## src/rtl/dt_vote_pkg.sv

```systemverilog
// Shared types for the decision-tree majority-vote stage (dt_vote_accum).
package dt_vote_pkg;

    typedef logic [1:0] class_t;

    localparam int NUM_CLASSES = 4;

    typedef enum logic {
        ACCUM = 1'b0,
        EMIT  = 1'b1
    } state_t;

endpackage

```

## src/rtl/dt_vote_argmax.sv

```systemverilog
// Combinational argmax over the four per-class vote counts.
// Lowest index wins a tie, and o_tie flags that two or more classes share the maximum.
module dt_vote_argmax
    import dt_vote_pkg::*;
#(
    parameter int CNT_W = 5
) (
    input  logic [NUM_CLASSES-1:0][CNT_W-1:0] i_cnt,
    output class_t                            o_class,
    output logic                              o_tie
);

    logic [CNT_W-1:0] w_max;
    class_t           w_idx;
    logic [2:0]       w_nmax;

    always_comb begin
        w_max = i_cnt[0];
        w_idx = '0;
        // Strict greater-than keeps the earliest (lowest) index on equal counts
        for (int k = 1; k < NUM_CLASSES; k++) begin
            if (i_cnt[k] > w_max) begin
                w_max = i_cnt[k];
                w_idx = class_t'(k);
            end
        end
        w_nmax = '0;
        for (int k = 0; k < NUM_CLASSES; k++) begin
            if (i_cnt[k] == w_max) begin
                w_nmax = w_nmax + 3'd1;
            end
        end
    end

    assign o_class = w_idx;
    assign o_tie   = (w_nmax > 3'd1);

endmodule

```

## src/rtl/dt_vote_accum.sv

```systemverilog
// Majority-vote accumulator: counts WINDOW classifier decisions, then emits the argmax.
// Optional `DT_VOTE_FLUSH_EN adds a flush input and an out_nsamp output for partial windows.
module dt_vote_accum
    import dt_vote_pkg::*;
#(
    parameter  int WINDOW = 16,
    localparam int CNT_W  = $clog2(WINDOW + 1)
) (
    input  logic             clk,
    input  logic             rst_n,
    input  logic             in_valid,
    output logic             in_ready,
    input  logic [1:0]       in_class,
    output logic             out_valid,
    input  logic             out_ready,
    output logic [1:0]       out_class,
    output logic             out_tie
`ifdef DT_VOTE_FLUSH_EN
    ,
    input  logic             flush,
    output logic [CNT_W-1:0] out_nsamp
`endif
);

    state_t                           r_state;
    state_t                           w_state_nxt;
    logic                             r_live;
    logic [NUM_CLASSES-1:0][CNT_W-1:0] r_cnt;
    logic [NUM_CLASSES-1:0][CNT_W-1:0] w_cnt_inc;
    logic [CNT_W-1:0]                 r_nsamp;
    logic [CNT_W-1:0]                 w_nsamp_inc;
    logic [1:0]                       r_out_class;
    logic                             r_out_tie;
    class_t                           w_win_class;
    logic                             w_win_tie;
    logic                             w_acc;
    logic                             w_full;
    logic                             w_flush;
    logic                             w_close;

    assign w_acc = in_valid && in_ready;

    always_comb begin
        for (int k = 0; k < NUM_CLASSES; k++) begin
            w_cnt_inc[k] = r_cnt[k] + CNT_W'(w_acc && (in_class == class_t'(k)));
        end
    end

    assign w_nsamp_inc = r_nsamp + CNT_W'(w_acc);
    assign w_full      = w_acc && (r_nsamp == CNT_W'(WINDOW - 1));

`ifdef DT_VOTE_FLUSH_EN
    // A sample accepted on the flush cycle counts toward the partial window
    assign w_flush = (r_state == ACCUM) && flush && (w_nsamp_inc != '0);
`else
    assign w_flush = 1'b0;
`endif

    assign w_close = w_full || w_flush;

    dt_vote_argmax #(
        .CNT_W   (CNT_W)
    ) u_argmax (
        .i_cnt   (w_cnt_inc),
        .o_class (w_win_class),
        .o_tie   (w_win_tie)
    );

    always_ff @(posedge clk) begin
        if (!rst_n) begin
            r_state <= ACCUM;
            r_live  <= 1'b0;
        end else begin
            r_state <= w_state_nxt;
            r_live  <= 1'b1;
        end
    end

    always_comb begin
        w_state_nxt = r_state;
        case (r_state)
            ACCUM:   if (w_close)   w_state_nxt = EMIT;
            EMIT:    if (out_ready) w_state_nxt = ACCUM;
            default: w_state_nxt = ACCUM;
        endcase
    end

    // r_live keeps in_ready low while reset is held, even though the state is ACCUM
    always_comb begin
        in_ready  = r_live && (r_state == ACCUM);
        out_valid = (r_state == EMIT);
    end

    always_ff @(posedge clk) begin
        if (!rst_n) begin
            r_cnt       <= '0;
            r_nsamp     <= '0;
            r_out_class <= '0;
            r_out_tie   <= 1'b0;
        end else if (r_state == ACCUM) begin
            r_cnt   <= w_cnt_inc;
            r_nsamp <= w_nsamp_inc;
            if (w_close) begin
                r_out_class <= w_win_class;
                r_out_tie   <= w_win_tie;
            end
        end else if (out_ready) begin
            r_cnt   <= '0;
            r_nsamp <= '0;
        end
    end

    assign out_class = r_out_class;
    assign out_tie   = r_out_tie;

`ifdef DT_VOTE_FLUSH_EN
    logic [CNT_W-1:0] r_out_nsamp;

    always_ff @(posedge clk) begin
        if (!rst_n) begin
            r_out_nsamp <= '0;
        end else if ((r_state == ACCUM) && w_close) begin
            r_out_nsamp <= w_nsamp_inc;
        end
    end

    assign out_nsamp = r_out_nsamp;
`endif

endmodule

```

## config.mk

```make
export PLATFORM = sky130hd
export DESIGN_NAME = dt_vote_accum
export DESIGN_NICKNAME = d
export VERILOG_FILES = /design/src/rtl/dt_vote_pkg.sv /design/src/rtl/dt_vote_argmax.sv /design/src/rtl/dt_vote_accum.sv
export SDC_FILE = /design/constraint.sdc
export NUM_CORES = 1
export LEC_CHECK = 0
export ABC_AREA = 1
export ABC_CLOCK_PERIOD_IN_PS = 6340
export CAP_MARGIN = 5
export CORE_MARGIN = 1
export CORE_UTILIZATION = 56
export DETAILED_ROUTE_END_ITERATION = 6
export PLACE_DENSITY = 0.85
export SLEW_MARGIN = 20
export SYNTH_ARGS = -nofsm -noshare
export SYNTH_HDL_FRONTEND = slang
export SYNTH_SLANG_ARGS = --single-unit
```

## constraint.sdc

```tcl
create_clock -name clk -period 6.34 [get_ports clk]
set_clock_uncertainty 0.1 [all_clocks]
set_input_delay 0.951 -clock clk [delete_from_list [all_inputs] [get_ports clk]]
set_output_delay 0.951 -clock clk [all_outputs]
set_load 0.03 [all_outputs]
```

==> metrics.md, run 1 <==
| Metric | Value |
|---|---|
| Status | `stopped before the end` |
| Exit stage | `global routing (5_1_grt)` |
| Err | `[ERROR GRT-0232] Routing congestion too high. Check the congestion heatmap in the GUI.` |
| Leading area contributor after synthesis | `dfxtp_1` |
| Initial Utilization | `59.61%` |
| Placer Congestion | `0.9953` |
| Global route total overflow | `474` |
| Root Buffer | `clkbuf_8` |
| H-tree levels | `2` |
| Synth top area share | `20.78%` |
| Yosys warns | `0` |
| Die width | `73.84 um` |
| Post-synthesis cell count | `438` |
| Syn Std Cell Area | `0.002890 mm^2` |
| Seq cells post-synth | `30` |
| DPL Wire Length | `6606 um` |
| Synthesized Nets | `472` |
| Num CTS Buffers | `5` |
| Top cells by area, synth | `dfxtp_1, nand2_1, ha_1, nand3_1, inv_1` |
| Post-DP Area | `0.003665 mm^2` |
| CTS Hold Bufs | `0` |
| Worst EP kind | `register data pin` |
| Worst EP post-GRT repair | `out_tie$_SDFFE_PN0P_/D` |
| Row cnt | `25` |
| Die Y-Extent | `73.84 um` |
| Sinks on Clock Net | `30` |
| # IOs | `11` |
| Clk buf depth | `2` |
| Gr usage total | `95.77%` |
| Port Buffers | `10` |
| Avg Synthesized Cell Area | `6.599 um^2` |
| Sequential area share after synthesis | `approximately a fifth` |
| Largest net degree at the start of global routing | `28` |
| Post-synth cell types | `37` |
==> synth_stat cells <==
library cell  number
o2111ai_1          1
xnor2_2            1
nand3_2           15
nand2_8            1
a311oi_1           1
nor2_4             4
o211ai_1           2
xor2_1            10
o22ai_1            1
nand3_1           42
o221ai_1           1
a31oi_1            1
nand2_2            9
o21ai_0            5
a22oi_1            1
nand3_4            2
o21ai_1            1
buf_8              1
nand2_4            3
dfxtp_1           30
ha_1              28
clkbuf_8           1
and2_1             1
nor3_1             4
clkinv_1           1
nor2_1            23
nor2_2             3
clkbuf_1           6
buf_2              1
nand2_1          134
clkinv_4           1
xor2_2             2
xnor2_1            3
nand4_1           11
inv_2              5
a21oi_1           29
inv_1             53
==> layer usage <==
metal | GRT usage (%) | GRT overflow
met1 | 82.72 | 2
met2 | 132.4 | 348
met3 | 64.61 | 1
met4 | 117.9 | 123
met5 | 15.15 | 0
==> metrics by stage <==
stage	hold WS [ps]	cells	setup slack, ps	util [%]	setup TNS, ps
4_1_cts	387.3	621	5.459	89.06	0
3_5_place_dp	368.8	583	-951.5	75.59	-951.5
3_3_place_gp	352.3	583	-702.8	75.59	-702.8
2_1_floorplan	345.3	438	7.240	-	0
==> kinds of logic after synthesis <==
group	count (synthesis)	synth area share (%)
adder cells (fa/ha/maj)	28	12.12
XOR/XNOR	16	5.628
buffers and inverters	69	9.913
flip-flops	30	20.78
AO/OA/AOI/OAI	43	8.182
AND/OR/NAND/NOR	252	43.38
==> what timing repair did <==
action / 4_1_cts
setup endpoints to repair: 1
setup buffers: 31
gates resized for setup: 90
pin swaps: 60
==> inputs of run 2 (changes only) <==
--- a/config.mk
+++ b/config.mk
@@ -6,12 +6,12 @@
 export NUM_CORES = 1
 export LEC_CHECK = 0
 export ABC_AREA = 1
-export ABC_CLOCK_PERIOD_IN_PS = 6340
+export ABC_CLOCK_PERIOD_IN_PS = 8200
 export CAP_MARGIN = 5
 export CORE_MARGIN = 1
-export CORE_UTILIZATION = 56
+export CORE_UTILIZATION = 40
 export DETAILED_ROUTE_END_ITERATION = 6
-export PLACE_DENSITY = 0.85
+export PLACE_DENSITY_LB_ADDON = 0.15
 export SLEW_MARGIN = 20
 export SYNTH_ARGS = -nofsm -noshare
 export SYNTH_HDL_FRONTEND = slang
==> constraint.sdc (replaced) <==
create_clock -name clk -period 8.2 [get_ports clk]
set_clock_uncertainty 0.1 [all_clocks]
set_input_delay 1.23 -clock clk [delete_from_list [all_inputs] [get_ports clk]]
set_output_delay 1.23 -clock clk [all_outputs]
set_load 0.03 [all_outputs]
==> metrics.md, run 2 <==
| Metric | Value |
|---|---|
| Gr usage total | `about a fifth` |
| Hold path cells | `2` |
| Asr flop ratio synth | `0%` |
| CP Data Required Time | `between 8000 and 9000 ps` |
| Top cells by count, synth | `nand2_1, inv_1, nand3_1` |
| Via count | `2,807` |
| Setup TNS | `0 ps` |
| Post-Synth Simple-Gate Area | `43.38%` |
| Mux contribution to synthesized area | `0%` |
| Largest family of logic cells by synthesized area | `simple AND/OR/NAND/NOR gates` |
| CTS Hold Bufs | `0` |
| Sequential area share after synthesis | `between 20% and 30%` |
| Seq cells post-synth | `30` |
| H-tree levels | `2` |
| Worst setup margin | `a little over 600 ps` |
| CP Capture Type | `flop` |
| Layout cells sized above 1 | `about 16%` |
| First-pass GRT wire length | `12,200 um` |
| Syn Std Cell Area | `0.002890 mm^2` |
| Non-filler cells, final | `555` |
| CP most frequent cell | `nand2_1` |
| DPL Wire Length | `5702 um` |
| Top cells by area, synth | `dfxtp_1, nand2_1, ha_1, nand3_1, inv_1` |
| Detail Route Antenna Nets | `0` |
| Final Hold Vio Count | `0` |
| Num CTS Buffers | `5` |
| Clk slew on worst S/H paths | `around 70 ps` |
| Most flops, register | `r_cnt` |
| Leading area contributor after synthesis | `dfxtp_1` |
| Final setup viols | `0` |
| Die ar. | `0.007570 mm^2` |
| Residual DRC | `0` |
| Post-Route WL | `~7300 um` |
| Nets | `492` |
| Initial Utilization | `42.08%` |
| Period utilisation layout | `92.46%` |
| Core Footprint | `0.006869 mm^2` |
| CP Max Fanout | `12` |
| Setup crit start kind | `input port` |
| Sinks on Clock Net | `30` |
| Crit path time final | `7581 ps` |
| Row cnt | `30` |
| Largest net degree at the start of global routing | `28` |
| CP arrival | `7670 ps` |
| Status | `finished clean` |
| Leakage | `1.588 nW` |
| Final design utilization | `approximately half` |
| Yosys warns | `0` |
| Most frequent cells in the layout | `nand2_1, inv_1, nand3_1, dfxtp_1, a21oi_1` |
| Post-synthesis cell count | `approximately 440` |
| # IOs | `11` |
| Placer Congestion | `0.9757` |
| Largest register FFs | `20` |
| Avg Synthesized Cell Area | `6.599 um^2` |
| Synthesized Nets | `472` |
| Worst r2r path cells | `50` |
| Cells after DPL | `about 540` |
| Compound-Gate Fraction of Synth Area | `8.182%` |
| Clk buf depth | `2` |
| Synth top area share | `20.78%` |
| Root Buffer | `clkbuf_8` |
| Post-Synth XOR/XNOR Area | `under 10%` |
| Hold Path Class | `reg2reg` |
| Wirelength per Cell | `13.19 um` |
| Die Y-Extent | `87.01 um` |
| Fmax | `~130 MHz` |
| Number of synthesized flops with an enable pin | `0` |
| Slew Limit Fails | `0` |
| Area Overhead vs Synth | `15.02%` |
| Worst-margin pin slew | `about 800 ps` |
| WHS | `368.9 ps` |
| Post-Synth Adder-Cell Area | `12.12%` |
| Synth Flop Type | `dfxtp_1` |
| Max-cap violations | `0` |
| Post-synth cell types | `37` |
| Clock latency on the worst-skew pair | `280 ps` |
| Diode count | `0` |
| Drt pass-1 iters | `4` |
| Port Buffers | `10` |
| TritonCTS clock tree | `done` |
| Die width | `87.01 um` |
| Relative slew slack | `roughly 48%` |
| Dpl ws | `approximately 140 ps` |
| Vias in the first global route | `2,626` |
| P per Cell Area | `a little under 200 mW/mm^2` |
| Initial DRC count | `144` |
| Max stage delay on crit path | `510 ps` |
| Top-count cell post-synth | `nand2_1` |
| Maximum vdd ir drop | `0.2129 mV` |
| Slowest-stage cell, CP | `clkdlybuf4s50_1` |
| Via/cell ratio | `5.058` |
| Worst setup path category | `in2reg` |
| Initial antenna violation count | `0` |
| Global route total overflow | `0` |
| Most common cell after layout, fill and taps aside | `nand2_1` |
## run 2: cell counts after synthesis
Identical to the previous run, type by type.
## run 2: final cells by class
class,count,area [um^2]
Inverter,60,230.2
Sequential cell,30,600.6
Timing Repair Buffer,21,182.7
Multi-Input combinational cell,340,2048
Clock buffer,6,82.58
Tap cell,96,120.1
Fill cell,702,3545
Clock inverter,2,60.06
## run 2: worst max-delay path: cells and delay by family
kind / cells / cell delay, ps
and+or+nand+nor: 31 / 3400
adders and majority gates: 6 / 1400
buffers and inverters: 9 / 1160
AOI/OAI and AO/OA: 3 / 250
xor gates and xnor gates: 1 / 190
## run 2: routing by layer
layer	up-vias	routed length (um)	track usage, %
met3	17	329	1.706
met2	53	3299	33.93
met5	-	0	0
met4	0	216	9.848
li1	1456	-	-
met1	1281	3477	27.62
## run 2: per-stage QoR
step           cell area, um^2   power, W
5_1_grt                   3324  0.0006974
3_5_place_dp              3107  0.0004559
3_3_place_gp              3107  0.0004461
2_1_floorplan             2890  0.0003948
4_1_cts                   3249  0.0006458
6_report                  3324  0.0006492
## run 2: path summary, 6_finish.rpt
path | from | endpoint | slack (ps)
max reg2reg | out_valid | out_tie | 1480
min | r_cnt[0] | r_cnt[0] | 370
max | in_class[0] | out_tie | 620
min reg2reg | r_cnt[0] | r_cnt[0] | 370
## run 2: report_power, final
part	total, W	internal, W	switching, W
Sequential	0.000149	0.000147	0.00000115
Clock	0.000186	0.000130	0.0000567
Combinational	0.000314	0.000116	0.000199
## run 2: cell families after synthesis
| logic type | Yosys count |
|---|---|
| flip-flops | 30 |
| AO/OA/AOI/OAI | 43 |
| XOR/XNOR | 16 |
| adder cells (fa/ha/maj) | 28 |
| buffers and inverters | 69 |
| AND/OR/NAND/NOR | 252 |
## run 2: repair_timing
action,in CTS,in global routing
resized for setup,0,8
setup buffers,0,4
setup endpoints to repair,0,1
No activity file was read; power rests on OpenSTA's default activity.
==> inputs of run 3 (changes only) <==
--- a/config.mk
+++ b/config.mk
@@ -10,6 +10,7 @@
 export CAP_MARGIN = 5
 export CORE_MARGIN = 1
 export CORE_UTILIZATION = 40
+export CTS_CLUSTER_SIZE = 12
 export DETAILED_ROUTE_END_ITERATION = 6
 export PLACE_DENSITY_LB_ADDON = 0.15
 export SLEW_MARGIN = 20
==> results of run 3 <==
Final layout, timing and power as in run 2 (identical DEF).
